### config.mk
export PLATFORM = sky130hd
export DESIGN_NAME = instr_fetch_unit
export DESIGN_NICKNAME = d
export VERILOG_FILES = /design/src/rtl/instr_fetch_unit_pkg.sv /design/src/rtl/instr_fetch_unit_pc_counter.sv /design/src/rtl/instr_fetch_unit.sv
export SDC_FILE = /design/constraint.sdc
export NUM_CORES = 1
export LEC_CHECK = 0
export ABC_AREA = 1
export CAP_MARGIN = 20
export CORE_ASPECT_RATIO = 1.75
export CORE_MARGIN = 2
export CORE_UTILIZATION = 40
export CTS_BUF_LIST = sky130_fd_sc_hd__clkbuf_8 sky130_fd_sc_hd__clkbuf_16
export DETAILED_ROUTE_END_ITERATION = 16
export HOLD_SLACK_MARGIN = 0.08
export PLACE_DENSITY = 0.72
export SLEW_MARGIN = 20
export SYNTH_ARGS = -nofsm -noshare
export SYNTH_HDL_FRONTEND = slang
export SYNTH_SLANG_ARGS = --single-unit
### constraint.sdc
create_clock -name Clk -period 1.1 [get_ports Clk]
set_input_delay 0.11 -clock Clk [delete_from_list [all_inputs] [get_ports Clk]]
set_output_delay 0.11 -clock Clk [all_outputs]
set_load 0.05 [all_outputs]
### src/rtl/instr_fetch_unit_pkg.sv
// Shared definitions for the instruction fetch unit: FSM state encodings,
// reset PC default and the ROM-latency counter helper.
package instr_fetch_unit_pkg;

    typedef enum logic [1:0] {
        S_IDLE = 2'd0,
        S_WAIT = 2'd1,
        S_CAPT = 2'd2
    } fetchState_t;

    localparam int RESET_PC_DEFAULT = 0;

    // Wide enough for ROM latencies 1..3 (counter starts at latency-1).
    localparam int CNT_W = 2;

    function automatic logic [CNT_W-1:0] latInit(input int romLat);
        return CNT_W'(romLat - 1);
    endfunction

endpackage

### src/rtl/instr_fetch_unit_pc_counter.sv
// Program counter register: load has priority over increment, increment wraps
// from all-ones to zero and flags the wrap combinationally.
module instr_fetch_unit_pc_counter
    import instr_fetch_unit_pkg::*;
#(
    parameter int                ADDR_W   = 8,
    parameter logic [ADDR_W-1:0] RESET_PC = ADDR_W'(RESET_PC_DEFAULT)
) (
    input  logic              Clk,
    input  logic              Rst,
    input  logic              inc,
    input  logic              load,
    input  logic [ADDR_W-1:0] loadVal,
    output logic [ADDR_W-1:0] pc,
    output logic              wrap
);

    // A load on the same edge suppresses the increment, so it cannot wrap.
    assign wrap = inc && !load && (pc == '1);

    always_ff @(posedge Clk or posedge Rst) begin
        if (Rst) begin
            pc <= RESET_PC;
        end else if (load) begin
            pc <= loadVal;
        end else if (inc) begin
            pc <= pc + ADDR_W'(1);
        end
    end

endmodule

### src/rtl/instr_fetch_unit.sv
// Instruction fetch stage: PC, ROM read sequencing and instruction register.
// Optional sticky error output fetchErr is enabled by defining FETCH_ERR_EN.
//
// state  | meaning
// S_IDLE | no fetch in flight, accepts iROMREAD
// S_WAIT | ROM read in progress, counting down ROM latency
// S_CAPT | ROM data valid, latch into IR
module instr_fetch_unit
    import instr_fetch_unit_pkg::*;
#(
    parameter int                ADDR_W   = 8,
    parameter int                DATA_W   = 8,
    parameter int                ROM_LAT  = 1,
    parameter logic [ADDR_W-1:0] RESET_PC = ADDR_W'(RESET_PC_DEFAULT)
) (
    input  logic              Clk,
    input  logic              Rst,
    input  logic              iROMREAD,
    input  logic              pcINC,
    input  logic              pcLOAD,
    input  logic [ADDR_W-1:0] pcLoadVal,
    output logic [ADDR_W-1:0] romAddr,
    output logic              romEN,
    input  logic [DATA_W-1:0] romData,
    output logic [DATA_W-1:0] INS,
    output logic              insValid,
    output logic              busy,
    output logic [ADDR_W-1:0] pc
`ifdef FETCH_ERR_EN
    ,
    output logic              fetchErr
`endif
);

    localparam logic [CNT_W-1:0] CNT_INIT = latInit(ROM_LAT);

    fetchState_t       state, stateNxt;
    logic [CNT_W-1:0]  cnt, cntNxt;
    logic [ADDR_W-1:0] romAddrNxt;
    logic [DATA_W-1:0] irNxt;
    logic              insValidNxt;
    logic              pcWrap;

    instr_fetch_unit_pc_counter #(
        .ADDR_W   (ADDR_W),
        .RESET_PC (RESET_PC)
    ) pcCounter (
        .Clk     (Clk),
        .Rst     (Rst),
        .inc     (pcINC),
        .load    (pcLOAD),
        .loadVal (pcLoadVal),
        .pc      (pc),
        .wrap    (pcWrap)
    );

    always_ff @(posedge Clk or posedge Rst) begin
        if (Rst) begin
            state <= S_IDLE;
        end else begin
            state <= stateNxt;
        end
    end

    // romAddr is captured once at request time so PC moves during WAIT are invisible to the ROM.
    always_comb begin
        stateNxt    = state;
        cntNxt      = cnt;
        romAddrNxt  = romAddr;
        irNxt       = INS;
        insValidNxt = 1'b0;
        case (state)
            S_IDLE: begin
                if (iROMREAD) begin
                    stateNxt   = S_WAIT;
                    romAddrNxt = pc;
                    cntNxt     = CNT_INIT;
                end
            end
            S_WAIT: begin
                if (cnt == '0) begin
                    stateNxt = S_CAPT;
                end else begin
                    cntNxt = cnt - CNT_W'(1);
                end
            end
            S_CAPT: begin
                irNxt       = romData;
                insValidNxt = 1'b1;
                stateNxt    = S_IDLE;
            end
            default: begin
                stateNxt = S_IDLE;
                cntNxt   = '0;
            end
        endcase
    end

    always_ff @(posedge Clk or posedge Rst) begin
        if (Rst) begin
            cnt      <= '0;
            romAddr  <= '0;
            INS      <= '0;
            insValid <= 1'b0;
        end else begin
            cnt      <= cntNxt;
            romAddr  <= romAddrNxt;
            INS      <= irNxt;
            insValid <= insValidNxt;
        end
    end

    assign romEN = (state == S_WAIT);
    assign busy  = (state != S_IDLE);

`ifdef FETCH_ERR_EN
    // A request overlapping the CAPT edge is a legal back-to-back attempt, only WAIT overlap is an error.
    always_ff @(posedge Clk or posedge Rst) begin
        if (Rst) begin
            fetchErr <= 1'b0;
        end else if ((state == S_WAIT && iROMREAD) || pcWrap) begin
            fetchErr <= 1'b1;
        end
    end
`else
    logic pcWrapUnused;
    assign pcWrapUnused = pcWrap;
`endif

endmodule

==> results.ini, run 1 <==
[drt]
dr.pass1.iters = 4
routed_length_per_instance_um = 14.4
ant_nets = 0
avgViaCountPerCell = 4.87
drc = 0
first_iter_violations = 26
vias = 1310
routed_wirelength_mm = 3.87

[pwr]
power-per-cell-area_nw_per_um2 = 2080
leakage_nw = 1.20
vdd.ir_drop.worst_mv = 1.68

[yosys]
netlist_instances = 151
synth.area.top_cells = sky130_fd_sc_hd__dfrtp_1 (54%), sky130_fd_sc_hd__nand2_1 (16%), sky130_fd_sc_hd__nand3_1 (4.8%), sky130_fd_sc_hd__inv_1 (3.9%), sky130_fd_sc_hd__o21ai_2 (3.9%)
syn-cell-area_um2 = 1350
synth_area_per_cell_um2 = 8.92
synth_sequential_area_ratio_pct = 53.9
ys_types = 23
number_of_synthesized_register_bits = 29
synth_top_area_share_pct = 53.9
synth.largest_area_cell = sky130_fd_sc_hd__dfrtp_1
synth_nets = 174
yosys_warnings = 0

[floorplan]
initial_core_util_pct = 42.4
die-height_um = 80.7
ioPinCount = 48
overall_die_area_um2 = 3860
rows = 27
fp.coreArea_um2 = 3180
chipWidth_um = 47.9

[clock_network]
path_clk_slew_ps = 60
cts_buffers = 5
tritoncts_num_sinks = 29
cts-htree-levels = 2
clock_tree.buffer_depth = 2
cts_hold_buf = 0
tritoncts = done
clk_latency_ps = 290
ctsRootBufferMaster = sky130_fd_sc_hd__clkbuf_8

[worst_setup_path]
r2r_cells = 5
critPathArrivalTime_ps = 1070
worst-setup-path-type = reg -> out
worst_setup_path_end_kind = primary output
path_max_fanout = 4
critical_path.slowest_cell = sky130_fd_sc_hd__dfrtp_2
crit_path_cell_trace = nor2_4 -> buf_12
cp_data_required_time_ps = 990
flop2flop_setup_slack_ps = -10
max_stage_delay_ps = 460
crit_path_start_kind = flip-flop

[global_routing]
overflow = 0
first_pass_grt_wire_length_mm = 5.87
initial_antenna_violation_count = 0
grt_start_max_net_pins = 30
grt_usage_pct = 22.4
grt_pass1_vias = 1318

[layout]
antennaDiodeCount = 0
layout.cells.most_common_list = sky130_fd_sc_hd__nand2_1 (53), sky130_fd_sc_hd__buf_12 (28), sky130_fd_sc_hd__dfrtp_1 (20), sky130_fd_sc_hd__clkdlybuf4s50_1 (20), sky130_fd_sc_hd__buf_4 (14)
multi_input_area_um2 = 619
drive_above_1_share_pct = 41.6
stdcell_count = 269
most_common_cell_after_layout_fill_and_taps_aside = sky130_fd_sc_hd__nand2_1
finish.net_count = 248
seq_area_um2 = 737
utilization_pct = 79.4
layout-area-overhead-vs-synth_pct = 87.4
fill_cells = 208

[sta]
grt_setup_unrepaired = yes
timing.slew.headroom_pct = 74.9
layout_min_cycle_time_ps = 1180
totalNegativeSetupSlack_ps = -214
fmax_mhz = 849
layout_worst_path_cycle_share_pct = 107
final_critical_path_setup_slack_ps = -77.7
setup-violations-final = 9
skew_ps = 5.14
final_max_slew_viols = 0
worst_slew_pin_slew_ps = 375
final_hold_viol_count = 0

[flow_run]
drv_cap = 0

[placement]
hpwlAfterDp_mm = 2.57
placement.io_buffers = 47
placed_cells_incl_taps = 248
routabilityCongestion = 0.790

[worst_hold_path]
worstHoldPathType = in -> async

[run_status]
failed_checks = setup timing
outcome = complete, but fails checks

==> critical path: cells and delay by family (launching register included) <==
kind / cells / cell delay (ps)
buffers and inverters: 1 / 150
DFF: 1 / 460
and+or+nand+nor: 1 / 160
==> per-stage QoR <==
stage,hold WS (ps),power (mW),instance area [um^2],setup slack (ps)
detailed placement,465,4.11,2240,-212
CTS,156,5.18,2440,-88.2
global route,182,5.45,2520,-105
global placement,457,4.05,2240,-90.4
finish,148,5.24,2520,-77.7
floorplan,188,2.74,1390,-117
==> what timing repair did <==
| action | in CTS | in global routing |
|---|---|---|
| cloned | 1 | 0 |
| gates resized for setup | 10 | 12 |
| endpoints found under the setup margin | 7 | 28 |
| pin swaps | 1 | 9 |
| buffers inserted | 7 | 5 |
==> sequential cells by signal (all words and copies together), names as in the netlist <==
signal	cells
INS	8
pcCounter.pc	8
romAddr	8
cnt	2
state	2
insValid	1
==> power by group <==
part           total, mW  switching, mW  internal [mW]  leakage [nW]
registers           1.60          0.290           1.31         0.354
logic               2.66           1.38           1.28         0.791
clock network      0.983          0.418          0.564        0.0542
total               5.24           2.08           3.16          1.20
==> logic make-up after synthesis <==
group                    count (synthesis)  synth area share (%)
AND/OR/NAND/NOR                         80                  26.6
flip-flops                              29                  53.9
buffers and inverters                   20                  6.51
AO/OA/AOI/OAI                           18                  9.76
adder cells (fa/ha/maj)                  2                  1.86
XOR/XNOR                                 1                 0.651
multiplexers                             1                 0.744
==> routing by layer <==
layer | part of all wire, % | up-vias | wire length, um | global-route usage, %
li1 | - | 631 | - | -
met1 | 32 | 615 | 1240 | 21.4
met2 | 59 | 52 | 2290 | 39.2
met3 | 5.0 | 12 | 195 | 6.22
met4 | 3.6 | 0 | 138 | 13.5
met5 | 0 | - | 0 | 0
==> final cells by class <==
cell class,count,area share (%)
clock inverter,1,0.198
inverter,17,2.63
multi-input combinational,103,24.6
sequential,29,29.2
timing repair buffer,69,37.5
tap,43,2.13
clock buffer,7,3.82
==> path summary, 6_finish.rpt <==
check	start	end
min	Rst	pcCounter.pc[7]$_DFFE_PP0P_
max reg2reg	state[1]$_DFFE_PP0P_	romAddr[2]$_DFFE_PP0P_
max in group asynchronous	Rst	pcCounter.pc[1]$_DFFE_PP0P_
min reg2reg	cnt[1]$_DFFE_PP0P_	cnt[1]$_DFFE_PP0P_
min in group Clk	romData[1]	INS[1]$_DFFE_PP0P_
max	state[1]$_DFFE_PP0P_	romEN
==> Yosys cell counts (all sizes together) <==
library cell and n:
buf 3, nand2 58, o21ai 10, dfrtp 29, xnor2 1, a22oi 6, nand3 13, o22ai 1
mux2i 1, inv 17, o211ai 1, nor3 1, ha 2, nor2 8
No activity file was read; power rests on OpenSTA's default activity.
==> run 2, diff against run 1 <==
--- a/config.mk
+++ b/config.mk
@@ -5,15 +5,15 @@
 export SDC_FILE = /design/constraint.sdc
 export NUM_CORES = 1
 export LEC_CHECK = 0
-export ABC_AREA = 1
 export CAP_MARGIN = 20
 export CORE_ASPECT_RATIO = 1.75
-export CORE_MARGIN = 2
+export CORE_MARGIN = 8
 export CORE_UTILIZATION = 40
 export CTS_BUF_LIST = sky130_fd_sc_hd__clkbuf_8 sky130_fd_sc_hd__clkbuf_16
 export DETAILED_ROUTE_END_ITERATION = 16
+export DONT_BUFFER_PORTS = 1
 export HOLD_SLACK_MARGIN = 0.08
-export PLACE_DENSITY = 0.72
+export PLACE_DENSITY = 0.53
 export SLEW_MARGIN = 20
 export SYNTH_ARGS = -nofsm -noshare
 export SYNTH_HDL_FRONTEND = slang
==> run 2 against run 1 <==
The flow finishes with violations (hold timing, setup timing); global-route usage shrank 8.7 points; setup slack worse by 90 ps; sequential power down 4%; synthesized cell count fell by 31%; total power fell by 9.8%; design area decreased by 19%; hold slack lost 240 ps; first-iteration DRC count is 3.8% higher; sequential share of layout area rose by 6.9 points; largest cell class is now sequential cells.
==> results.ini, run 2 <==
[placement]
routabilityCongestion = 0.711  ; was 0.790
placement.io_buffers = 0  ; was 47
placement.cell_area_um2 = 1670  ; was 2240 um^2
hpwlAfterDp_mm = 2.28  ; was 2.57 mm

[layout]
most_common_cell_after_layout_fill_and_taps_aside = sky130_fd_sc_hd__buf_4  ; was sky130_fd_sc_hd__nand2_1
layout.cells.most_common_list = sky130_fd_sc_hd__buf_4 (33), sky130_fd_sc_hd__dfrtp_1 (23), sky130_fd_sc_hd__mux2_4 (16), sky130_fd_sc_hd__dlygate4sd3_1 (12), sky130_fd_sc_hd__nand2_1 (11)  ; was sky130_fd_sc_hd__nand2_1 (53), sky130_fd_sc_hd__buf_12 (28), sky130_fd_sc_hd__dfrtp_1 (20), sky130_fd_sc_hd__clkdlybuf4s50_1 (20), sky130_fd_sc_hd__buf_4 (14)
fill_cells = 239  ; was 208
antennaDiodeCount = 0  ; unchanged
finish.net_count = 184  ; was 248
final_area_um2 = 2030  ; was 2520 um^2
layout-area-overhead-vs-synth_pct = 62.5  ; was 87.4%
largestRegisters = INS (8), pcCounter.pc (8), romAddr (8)  ; unchanged
drive_above_1_share_pct = 50.0  ; was 41.6%

[floorplan]
die-height_um = 90.0  ; was 80.7 um
fp.coreArea_um2 = 3070  ; was 3180 um^2
chipWidth_um = 58.3  ; was 47.9 um
ioPinCount = 48  ; unchanged
initial_core_util_pct = 40.7  ; was 42.4%
rows = 27  ; unchanged
overall_die_area_um2 = 5240  ; was 3860 um^2

[clock_network]
path_clk_slew_ps = 60  ; about the same
clk_latency_ps = 280  ; was 290 ps
clock_tree.buffer_depth = 2  ; unchanged
tritoncts = done  ; unchanged
cts_buffers = 5  ; unchanged
cts-htree-levels = 2  ; unchanged
tritoncts_num_sinks = 29  ; unchanged
ctsRootBufferMaster = sky130_fd_sc_hd__clkbuf_8  ; unchanged
cts_hold_buf = 12  ; was 0

[sta]
layout_min_cycle_time_ps = 1270  ; was 1180 ps
worst_slew_pin_slew_ps = 442  ; was 375 ps
skew_ps = 7.49  ; was 5.14 ps
finalHoldWorstSlack_ps = -89.9  ; was 148 ps
fmax_mhz = 789  ; was 849 MHz
timing.slew.headroom_pct = 70.6  ; was 74.9%
totalNegativeSetupSlack_ps = -2410  ; was -214 ps
layout_worst_path_cycle_share_pct = 115  ; was 107%
final_hold_viol_count = 5  ; was 0
setup-violations-final = 23  ; was 9
final_critical_path_setup_slack_ps = -168  ; was -77.7 ps
grt_setup_unrepaired = yes  ; unchanged
final_max_slew_viols = 0  ; unchanged

[drt]
routed_length_per_instance_um = 16.1  ; was 14.4 um
drc = 0  ; unchanged
ant_nets = 0  ; unchanged
routed_wirelength_mm = 3.31  ; was 3.87 mm
vias = 985  ; was 1310
dr.pass1.iters = 4  ; unchanged
first_iter_violations = 27  ; was 26
avgViaCountPerCell = 4.80  ; was 4.87

[worst_setup_path]
cp_data_required_time_ps = 1310  ; was 990 ps
worst_setup_path_end_kind = flip-flop  ; was primary output
crit_path_start_kind = flip-flop  ; unchanged
path_max_fanout = 3  ; was 4
critPathArrivalTime_ps = 1470  ; was 1070 ps
worst-setup-path-type = reg -> reg  ; was reg -> out

[yosys]
synth_commonest_cells = sky130_fd_sc_hd__dfrtp_1 (29), sky130_fd_sc_hd__mux2_2 (16), sky130_fd_sc_hd__nand2_1 (12)  ; was sky130_fd_sc_hd__nand2_1 (56), sky130_fd_sc_hd__dfrtp_1 (29), sky130_fd_sc_hd__inv_1 (14)
synth_nets = 127  ; was 174
ys_types = 24  ; was 23
synth.area.top_cells = sky130_fd_sc_hd__dfrtp_1 (58%), sky130_fd_sc_hd__mux2_2 (14%), sky130_fd_sc_hd__o21ai_0 (3.6%), sky130_fd_sc_hd__nand2_1 (3.6%), sky130_fd_sc_hd__xor2_1 (2.8%)  ; was sky130_fd_sc_hd__dfrtp_1 (54%), sky130_fd_sc_hd__nand2_1 (16%), sky130_fd_sc_hd__nand3_1 (4.8%), sky130_fd_sc_hd__inv_1 (3.9%), sky130_fd_sc_hd__o21ai_2 (3.9%)
number_of_synthesized_register_bits = 29  ; unchanged
yosys_warnings = 0  ; unchanged
synth_area_per_cell_um2 = 12.0  ; was 8.92 um^2
netlist_instances = 104  ; was 151
asyncSetResetFlopFracSynth_pct = 100  ; unchanged
synth_sequential_area_ratio_pct = 58.1  ; was 53.9%
synthFlopType = sky130_fd_sc_hd__dfrtp_1  ; unchanged
post-synth-top-count-cell = sky130_fd_sc_hd__dfrtp_1  ; was sky130_fd_sc_hd__nand2_1
synth_top_area_share_pct = 58.1  ; was 53.9%
synth.largest_area_cell = sky130_fd_sc_hd__dfrtp_1  ; unchanged
syn-cell-area_um2 = 1250  ; was 1350 um^2
number_of_enable_type_register_cells_in_the_synthesized_netlist = 0  ; unchanged

[run_status]
outcome = complete, but fails checks  ; unchanged
failed_checks = hold timing, setup timing  ; was setup timing

[global_routing]
grt_pass1_vias = 1098  ; was 1318
grt_start_max_net_pins = 30  ; unchanged
initial_antenna_violation_count = 0  ; unchanged
overflow = 0  ; unchanged
grt_usage_pct = 13.6  ; was 22.4%
first_pass_grt_wire_length_mm = 5.49  ; was 5.87 mm

[pwr]
leakage_nw = 0.923  ; was 1.20 nW
fin_total_pwr_mw = 4.73  ; was 5.24 mW
power-per-cell-area_nw_per_um2 = 2330  ; was 2080 nW/um^2
vdd.ir_drop.worst_mv = 1.49  ; was 1.68 mV

[worst_hold_path]
worstHoldPathType = in -> reg  ; was in -> async

[flow_run]
drv_cap = 0  ; unchanged

## run 2: logic make-up (layout without fill, tap and decap cells)
logic type                 after synthesis  count (layout)  share of synthesized area (%)
adders and majority gates                2               2                           2.00
xor gates and xnor gates                 5               5                           3.50
buffers and inverters                    7              65                           2.20
muxes                                   17              17                           15.2
AOI/OAI and AO/OA                       12              12                           5.00
DFF                                     29              29                           58.1
and+or+nand+nor                         32              32                           14.0
## run 2: final timing paths
check	startpoint	end	slack, ps	depth (start not counted)
max	pcCounter.pc[1]$_DFFE_PP0P_	pcCounter.pc[6]$_DFFE_PP0P_	-170	4
min	pcLOAD	pcCounter.pc[3]$_DFFE_PP0P_	-90	1
max reg2reg	pcCounter.pc[1]$_DFFE_PP0P_	pcCounter.pc[6]$_DFFE_PP0P_	-170	4
min reg2reg	INS[3]$_DFFE_PP0P_	INS[3]$_DFFE_PP0P_	510	1
max in group asynchronous	Rst	state[0]$_DFFE_PP0P_	460	3
min in group asynchronous	Rst	INS[2]$_DFFE_PP0P_	350	3
## run 2: metal layers
layer	up-vias	track usage [%]	part of all wire, %
li1	471	-	-
met1	476	14.1	38
met2	31	23.1	53
met3	7	4.42	7.1
met4	0	7.61	2.2
met5	-	0	0
## run 2: per-stage QoR
| step | cells | setup WS [ps] | utilization (%) |
|---|---|---|---|
| final | 205 | -168 | 66.1 |
| after global routing | 205 | -209 | 66.1 |
| after detailed placement | 180 | -161 | 54.2 |
| after floorplan | 104 | -308 | - |
| after CTS | 204 | -178 | 64.0 |
| after global placement | 180 | -120 | 54.2 |
## run 2: report_power, final
group          internal, mW  switching (mW)  total, mW
combinational         0.827            1.26       2.09
clock                 0.728           0.383       1.11
sequential             1.33           0.200       1.53
## run 2: repair_timing
item,CTS,global route
setup endpoints to repair,25,27
endpoints found under the hold margin,45,8
gates resized for setup,9,14
setup buffers,4,4
pin swaps,1,4
## run 2: area by class of cell
class                      instances  area [um^2]  share of cell area, %
tap                               43         53.8                   2.65
clock inverter                     2         33.8                   1.66
timing repair buffer              53          479                   23.6
multi-input combinational         68          629                   31.0
clock buffer                       6         82.6                   4.07
sequential                        29          733                   36.1
inverter                           4         18.8                  0.924
## run 2: critical path, cell delays in order (launching register included)
cell                      delay (ps)
sky130_fd_sc_hd__dfrtp_2         430
sky130_fd_sc_hd__ha_4            150
sky130_fd_sc_hd__nand4_1         120
sky130_fd_sc_hd__or4_1           420
sky130_fd_sc_hd__nand3_1          90
